<file path="config.mk">
export PLATFORM = sky130hd
export DESIGN_NAME = uart_tx_param
export DESIGN_NICKNAME = d
export VERILOG_FILES = /design/src/rtl/uart_pkg.sv /design/src/rtl/uart_baud_cnt.sv /design/src/rtl/uart_tx_param.sv
export SDC_FILE = /design/constraint.sdc
export NUM_CORES = 1
export LEC_CHECK = 0
export BUFFER_PORTS_ARGS = -buffer_cell sky130_fd_sc_hd__clkbuf_2
export CORE_MARGIN = 4
export CORE_UTILIZATION = 40
export DETAILED_ROUTE_END_ITERATION = 16
export PLACE_DENSITY = 0.66
export SLEW_MARGIN = 5
export SYNTH_ARGS = -nofsm -noshare
export SYNTH_HDL_FRONTEND = slang
export SYNTH_HIERARCHICAL = 1
export SYNTH_SLANG_ARGS = --single-unit
</file>
<file path="constraint.sdc">
create_clock -name clk16 -period 2.5 [get_ports clk16]
set_input_delay 0.25 -clock clk16 [delete_from_list [all_inputs] [get_ports clk16]]
set_output_delay 0.25 -clock clk16 [all_outputs]
set_load 0.02 [all_outputs]
</file>
<file path="src/rtl/uart_pkg.sv">
// Shared definitions for the parametrised UART blocks: FSM encoding, parameter
// limits and the parity helper.
package uart_pkg;

  typedef enum logic [2:0] {
    StIdle,
    StStart,
    StData,
    StParity,
    StStop
  } tx_state_t;

  localparam int unsigned MIN_DATA_BITS  = 5;
  localparam int unsigned MAX_DATA_BITS  = 9;
  localparam int unsigned MIN_OVERSAMPLE = 4;
  localparam int unsigned MAX_OVERSAMPLE = 64;

  // Narrower words are zero-extended by the caller, which leaves the XOR unchanged.
  function automatic logic par_calc(input logic [MAX_DATA_BITS-1:0] data, input logic odd);
    return (^data) ^ odd;
  endfunction

endpackage

</file>
<file path="src/rtl/uart_baud_cnt.sv">
// Oversample counter: divides clk into bit periods of Oversample cycles and flags
// the first and last cycle of each bit.
module uart_baud_cnt
  import uart_pkg::*;
#(
  parameter int unsigned Oversample = 16
) (
  input  logic clk_i,
  input  logic rst_ni,
  input  logic clear_i,
  input  logic en_i,
  output logic bit_start_o,
  output logic bit_end_o
);

  if (Oversample < MIN_OVERSAMPLE || Oversample > MAX_OVERSAMPLE) begin : g_bad_oversample
    $fatal(1, "uart_baud_cnt: Oversample %0d out of range", Oversample);
  end

  localparam int unsigned CntW = $clog2(Oversample);
  localparam logic [CntW-1:0] CntMax = CntW'(Oversample - 1);

  logic [CntW-1:0] cnt_q, cnt_d;

  always_comb begin
    cnt_d = cnt_q;
    if (clear_i) begin
      cnt_d = '0;
    end else if (en_i) begin
      cnt_d = (cnt_q == CntMax) ? '0 : cnt_q + CntW'(1);
    end
  end

  always_ff @(posedge clk_i or negedge rst_ni) begin
    if (!rst_ni) begin
      cnt_q <= '0;
    end else begin
      cnt_q <= cnt_d;
    end
  end

  assign bit_start_o = en_i & (cnt_q == '0);
  assign bit_end_o   = en_i & (cnt_q == CntMax);

endmodule

</file>
<file path="src/rtl/uart_tx_param.sv">
// Parametrised UART transmitter on the oversample clock, with a one-entry holding
// register in front of the shift register so frames can run back to back.
module uart_tx_param
  import uart_pkg::*;
#(
  parameter int unsigned DATA_BITS  = 8,
  parameter int unsigned OVERSAMPLE = 16,
  parameter int unsigned PARITY_EN  = 0,
  parameter int unsigned PARITY_ODD = 0,
  parameter int unsigned STOP_BITS  = 1
) (
  input  logic                 clk16,
  input  logic                 rst_n,
  input  logic [DATA_BITS-1:0] paral_data,
  input  logic                 tx_valid,
  output logic                 tx_ready,
  output logic                 serial_data,
  output logic                 tx_busy,
  output logic                 tx_end,
  output logic                 clk_tx
);

  if (DATA_BITS < MIN_DATA_BITS || DATA_BITS > MAX_DATA_BITS) begin : g_bad_data_bits
    $fatal(1, "uart_tx_param: DATA_BITS %0d out of range", DATA_BITS);
  end
  if (STOP_BITS != 1 && STOP_BITS != 2) begin : g_bad_stop_bits
    $fatal(1, "uart_tx_param: STOP_BITS must be 1 or 2, got %0d", STOP_BITS);
  end

  localparam int unsigned BitW = $clog2(DATA_BITS);
  localparam logic [BitW-1:0] DataLast = BitW'(DATA_BITS - 1);
  localparam logic [BitW-1:0] StopLast = BitW'(STOP_BITS - 1);

  tx_state_t            state_q, state_d;
  logic [BitW-1:0]      bit_cnt_q, bit_cnt_d;
  logic [DATA_BITS-1:0] hold_q, shift_q;
  logic                 hold_full_q, parity_q;
  logic                 start_frame, frame_done, bit_start, bit_end, load;

  assign load = tx_valid & ~hold_full_q;

  uart_baud_cnt #(
    .Oversample (OVERSAMPLE)
  ) u_baud_cnt (
    .clk_i       (clk16),
    .rst_ni      (rst_n),
    .clear_i     (start_frame),
    .en_i        (state_q != StIdle),
    .bit_start_o (bit_start),
    .bit_end_o   (bit_end)
  );

  always_ff @(posedge clk16 or negedge rst_n) begin
    if (!rst_n) begin
      state_q   <= StIdle;
      bit_cnt_q <= '0;
    end else begin
      state_q   <= state_d;
      bit_cnt_q <= bit_cnt_d;
    end
  end

  always_comb begin
    state_d     = state_q;
    start_frame = 1'b0;
    frame_done  = 1'b0;
    unique case (state_q)
      StIdle: begin
        if (hold_full_q) begin
          state_d     = StStart;
          start_frame = 1'b1;
        end
      end
      StStart: begin
        if (bit_end) state_d = StData;
      end
      StData: begin
        if (bit_end && bit_cnt_q == DataLast) state_d = (PARITY_EN != 0) ? StParity : StStop;
      end
      StParity: begin
        if (bit_end) state_d = StStop;
      end
      StStop: begin
        if (bit_end && bit_cnt_q == StopLast) begin
          frame_done = 1'b1;
          // A queued word starts immediately so the line never returns to idle.
          if (hold_full_q) begin
            state_d     = StStart;
            start_frame = 1'b1;
          end else begin
            state_d = StIdle;
          end
        end
      end
      default: state_d = StIdle;
    endcase
  end

  // One counter serves both data and stop bits; it restarts on every state change.
  always_comb begin
    bit_cnt_d = bit_cnt_q;
    if (start_frame) begin
      bit_cnt_d = '0;
    end else if (bit_end) begin
      bit_cnt_d = (state_d != state_q) ? '0 : bit_cnt_q + BitW'(1);
    end
  end

  always_ff @(posedge clk16 or negedge rst_n) begin
    if (!rst_n) begin
      hold_q      <= '0;
      hold_full_q <= 1'b0;
      shift_q     <= '0;
      parity_q    <= 1'b0;
    end else begin
      if (load) begin
        hold_q      <= paral_data;
        hold_full_q <= 1'b1;
      end else if (start_frame) begin
        hold_full_q <= 1'b0;
      end
      if (start_frame) begin
        shift_q  <= hold_q;
        parity_q <= par_calc(MAX_DATA_BITS'(hold_q), PARITY_ODD != 0);
      end else if (state_q == StData && bit_end) begin
        shift_q <= shift_q >> 1;
      end
    end
  end

  always_comb begin
    serial_data = 1'b1;
    unique case (state_q)
      StStart:  serial_data = 1'b0;
      StData:   serial_data = shift_q[0];
      StParity: serial_data = parity_q;
      default:  serial_data = 1'b1;
    endcase
  end

  assign tx_ready = ~hold_full_q;
  assign tx_busy  = (state_q != StIdle);
  assign tx_end   = frame_done;
  assign clk_tx   = bit_start;

endmodule

</file>
# Word level (Yosys, flattened, before mapping)
# Index checks and enable logic that the tools add are counted.
# W data, S select, Z words.
# totals
register_bits	28
# op_classes
n_reduce_logical	12
add_sub_neg	2
n_bitwise	4
n_eq_ne	7
muxes	23
# ops
cell	count
$mux W3	8
$mux W8	2
$pmux W3 S5	1
$mux W4	3
$reduce_xor A9 Y1	1
$reduce_bool A2 Y1	4
$mux W1	7
$eq A3 B2 Y1 const B	2
$eq A3 B3 Y1 const B	2
$logic_not A3 Y1	2
$add A4 B1 Y4 const B	1
$eq A4 B4 Y1 const B	1
$logic_not A4 Y1	1
$add A3 B1 Y3 const B	1
$and A1 B1 Y1	3
$eq A3 B1 Y1 const B	1
$logic_and A1 B1 Y1	3
$ne A3 B3 Y1	1
$pmux W1 S3	1
$reduce_bool A3 Y1	1
$pmux W1 S2	1
$not A1 Y1	1

# Longest topological paths before layout
# depth
depth_word	9
ltp_mapped	10
ltp_nobuf	8

# Modules after synthesis
# Netlist, hierarchy kept.
# modules_own_cells
mod	n_inst	seq_area_each_um2	cells_per_inst	area_each_um2
uart_tx_param	1	600.6	112	1218.7
uart_baud_cnt	1	100.1	26	230.2

# Worst setup path before layout
# Ideal clock, no wire load.
# synth_path
kind	reg-to-reg
startpoint	register state_q[0]
endpoint	register shift_q[0]
t_arrival_ns	2.214
setup_ns	0.123
path_stages_with_launch	10
path_buffers	1
path_slack_ns	0.163
cell_sequence	dfrtp_1 -> clkbuf_1 -> nor2_1 -> nand2_1 -> nand2_2 -> nor2_1 -> inv_1 -> nor4_4 -> mux2i_1 -> o21ai_2
# synth_between
elab_chain_len	6
# synth_rtl
item	line	text
from (decl)	uart_tx_param.sv:34	tx_state_t state_q, state_d;
from (signal assigned)	uart_tx_param.sv:55	state_q <= StIdle;
from (signal assigned)	uart_tx_param.sv:58	state_q <= state_d;
$reduce_bool A3 Y1 *	n/a	
named net tx_busy	uart_tx_param.sv:18	output logic tx_busy,
$and A1 B1 Y1 *	uart_baud_cnt.sv:43	assign bit_end_o = en_i & (cnt_q == CntMax);
named net bit_end	uart_tx_param.sv:38	logic start_frame, frame_done, bit_start, bit_end, load;
$logic_and A1 B1 Y1	uart_tx_param.sv:84	if (bit_end && bit_cnt_q == StopLast) begin
$mux W1	uart_tx_param.sv:84	
$pmux W1 S2	uart_tx_param.sv:67	unique case (state_q)
$mux W8 or $reduce_bool A2 Y1 (tied branches)	n/a	
to (signal assigned)	uart_tx_param.sv:123	shift_q <= hold_q;
to (signal assigned)	uart_tx_param.sv:126	shift_q <= shift_q >> 1;
to (decl)	uart_tx_param.sv:36	logic [DATA_BITS-1:0] hold_q, shift_q;
# The timed path passes the listed nets; every way through them passes the cells marked *.
# A chain may end at the register's enable or synchronous reset.

# Worst setup path in the final report
# layout_path
startpoint	register state_q[2]
endpoint	output tx_end
# layout_between
elab_chain_len	5
# layout_rtl
item	line	text
$reduce_bool A3 Y1	uart_tx_param.sv:48	.en_i (state_q != StIdle),
$and A1 B1 Y1	uart_baud_cnt.sv:43	
named net bit_end	uart_tx_param.sv:38	
$logic_and A1 B1 Y1	uart_tx_param.sv:84	
$mux W1	uart_tx_param.sv:84	
$mux W1	uart_tx_param.sv:67	
to (decl)	uart_tx_param.sv:19	output logic tx_end,
# The timed path passes the listed nets, and every way through them passes these cells.

==> results.sh <==
export IMPL_max_freq_mhz=439.8
export IMPL_dp_slack_ns=0.2578
export IMPL_final_hold_viol_count=0
export IMPL_vias=1037
export IMPL_p_switching_w=0.0007234
export IMPL_fin_crit_ns=2.274
export IMPL_synthXorXnorAreaFrac=0.04836
export IMPL_critPathBufInv=2
export IMPL_drt_wl_total_mm=2.531
export IMPL_hp_class="in -> reg"
export IMPL_ys_seq_area_frac=0.4836
export IMPL_slew_headroom=0.5600
export IMPL_register_area_um2=703.2
export IMPL_avgRoutedWirePerCell_um=12.53
export IMPL_p_seq_frac=0.422
export IMPL_syn_area_mm2=0.001449
export IMPL_slew_viol_final=0
export IMPL_synth_top_family_by_area="simple AND/OR/NAND/NOR gates"
export IMPL_synth_adder_area_share=0.04318
export IMPL_clk_pin_slew_ns=0.15
export IMPL_synth_warning_count=6
export IMPL_crit_chain="inv_1 -> nand2_1 -> nand2_2 -> nor2_2 -> and3b_1 -> and3_1 -> clkbuf_2"
export IMPL_swShare=0.3760
export IMPL_vdd_drop_max_uv=641.4
export IMPL_critPathMaxFanout=10
export IMPL_startpoint_type="flop"
export IMPL_ys_dominant_reg_cell="dfrtp_1"
export IMPL_via_per_inst=5.134
export IMPL_start_util=0.4242
export IMPL_cp_required_ns=2.25
export IMPL_clock_skew_ns=0.002893
export IMPL_leakage_nw=0.7245
export IMPL_yosysTopAreaCellShare=0.4836
export IMPL_synth_commonest_cells="dfrtp_1 (28), nand2_1 (14), nor2_1 (11), mux2_2 (8), mux2i_1 (8)"
export IMPL_die_h_um=68.19
export IMPL_die_area_mm2=0.004649
export IMPL_tritoncts="built"
export IMPL_final_cell_area_mm2=0.001662
export IMPL_synth_most_common_cell="dfrtp_1"
export IMPL_hpwl_mm=1.892
export IMPL_critical_path_max_stage_delay_ns=0.49
export IMPL_drt_iter0_markers=76
export IMPL_grt_max_degree=29
export IMPL_numPortBuffers=15
export IMPL_route_detailed_drc=0
export IMPL_async_reset_ff_frac=1.000
export IMPL_min_from="paral_data[3]"
export IMPL_maxCapViolations=0
export IMPL_status="finished clean"
export IMPL_holdWs_ns=0.1368
export IMPL_synthesis_nets=154
export IMPL_grtUsageTotal=0.1288
export IMPL_cts_root_buf="clkbuf_4"
export IMPL_cts_made_buffers=3
export IMPL_nets=173
export IMPL_cp_arrival_ns=2.02
export IMPL_powerDensity_mw_per_mm2=1158
export IMPL_cts_sinks=28
export IMPL_die_w_um=68.19
export IMPL_drive_above_1_share=0.2756
export IMPL_synth_area_leaders="dfrtp_1 (48%), mux2_2 (6.2%), mux2i_1 (5.5%)"
export IMPL_synthMuxAreaShare=0.1174
export IMPL_finalSetupTns_ns=0
export IMPL_fill_cells=329
export IMPL_core_rowCount=21
export IMPL_antenna_found_initial=0
export IMPL_ys_ff_latch=28
export IMPL_postCtsSetupBuffers=0
export IMPL_comb_power_share=0.424
export IMPL_grt_pass1_vias=1013
export IMPL_avgSynthCellArea_um2=10.50
export IMPL_slowest_stage="dfrtp_2"
export IMPL_overflow=0
export IMPL_clock_latency_ns=0.33
export IMPL_synth_edf_count=0
export IMPL_h_tree_depth=1
export IMPL_area_delta_synth_final_pct=14.68
export IMPL_intPower_w=0.001201
export IMPL_grt_pass1_wl_mm=4.478
export IMPL_placed_area_mm2=0.001594
export IMPL_clockPowerShare=0.154
export IMPL_worstSetupEndpointType="primary output"
export IMPL_routabilityCongestion=0.8326
export IMPL_rr_startpoint="state_q[2]"
export IMPL_first_pass_iters=4
export IMPL_synth_distinct_cells=34
export IMPL_critPathKind="reg -> out"
export IMPL_antenna_cells=0
export IMPL_fin_crit_sh=0.9096
export IMPL_worst_slack_ns=0.2261
export IMPL_cts_path_max_buffers=2
export IMPL_placeableCoreArea_mm2=0.003416
export IMPL_synthSimpleGateAreaFrac=0.1485
export IMPL_yosysTopAreaCell="dfrtp_1"
export IMPL_synth_compound_area_share=0.1226
export IMPL_io_pin_count=16
export IMPL_worstMarginPinSlew_ns=0.6599
export IMPL_multiInputGateArea_um2=698.2
export IMPL_ant_nets=0
export IMPL_cp_top_family="simple AND/OR/NAND/NOR gates"
export IMPL_setup_worst_path_start="state_q[2]"
export IMPL_synthCells=138
export IMPL_setup_violations=0
-- state kept, by name, summed over array words and instances (netlist names) --
| register | count |
|---|---|
| bit_cnt_q | 3 |
| hold_full_q | 1 |
| hold_q | 8 |
| state_q | 3 |
| shift_q | 8 |
| u_baud_cnt/cnt_q | 4 |
| parity_q | 1 |
-- path summary, 6_finish.rpt --
check                             end  slack [ns]  cells after the start
min in group asynchronous  state_q[1]        0.46                      2
max in group asynchronous  state_q[2]        1.58                      2
min                         hold_q[3]        0.14                      2
max reg2reg                shift_q[2]        0.48                      9
max                            tx_end        0.23                      7
min reg2reg                shift_q[2]        0.55                      2
-- worst register-to-register path: cells and delay by family, from the launching register on --
kind	cells	cell delay [ns]
multiplexers	1	0.26
flip-flops	1	0.49
AND/OR/NAND/NOR	4	0.65
AO/OA/AOI/OAI	1	0.06
buffers and inverters	3	0.46
-- power by group through the flow --
stage          Sequential, W  Clock, W  Combinational [W]
2_1_floorplan       0.000766         0           0.000663
3_3_place_gp        0.000818         0           0.000794
3_5_place_dp        0.000824         0           0.000819
4_1_cts             0.000813  0.000308           0.000827
5_1_grt             0.000845  0.000330           0.000913
6_report            0.000813  0.000296           0.000815
-- routing by layer --
layer,global-route usage,share of wire,vias up
met5,0,0,-
met4,0.05955,0.020,0
met3,0.02627,0.052,5
met2,0.2058,0.47,24
met1,0.1667,0.46,497
li1,-,-,511
-- placed cells by master, fill, tap and decap left out, drive strengths merged, types with 2 or more instances in the layout --
master / instances
dfrtp: 28
clkbuf: 18
nand2: 15
o21ai: 13
nor2: 11
mux2i: 8
mux2: 8
inv: 8
xnor2: 7
a21oi: 5
ha: 5
nand3: 4
nor3: 3
buf: 3
nor2b: 2
a32oi: 2
-- layout make-up --
type / count / area share
Inverter: 8 / 0.01807
Tap cell: 46 / 0.03464
Multi-Input combinational cell: 97 / 0.4202
Timing Repair Buffer: 19 / 0.07229
Clock buffer: 3 / 0.01355
Sequential cell: 28 / 0.4232
Clock inverter: 1 / 0.01807
-- per-stage QoR --
stage                     power, W  cells  utilization
after floorplan           0.001429    138            -
after global placement    0.001612    197       0.4667
after detailed placement  0.001644    197       0.4667
after CTS                 0.001947    202       0.4850
after global routing      0.002087    202       0.4864
final                     0.001924    202       0.4864
-- cell families (layout without fill, tap and decap cells) --
logic type | after synthesis | in the layout
AOI/OAI and AO/OA | 26 | 26
xor gates and xnor gates | 8 | 8
adders and majority gates | 5 | 5
buffers and inverters | 13 | 31
DFF | 28 | 28
muxes | 16 | 16
and+or+nand+nor | 42 | 42
-- repair_timing --
item,4_1_cts,5_1_grt
endpoints found under the hold margin,28,0
resized for setup,0,3
hold buffers,1,0
setup endpoints to repair,0,2
No activity file was read; power rests on OpenSTA's default activity.
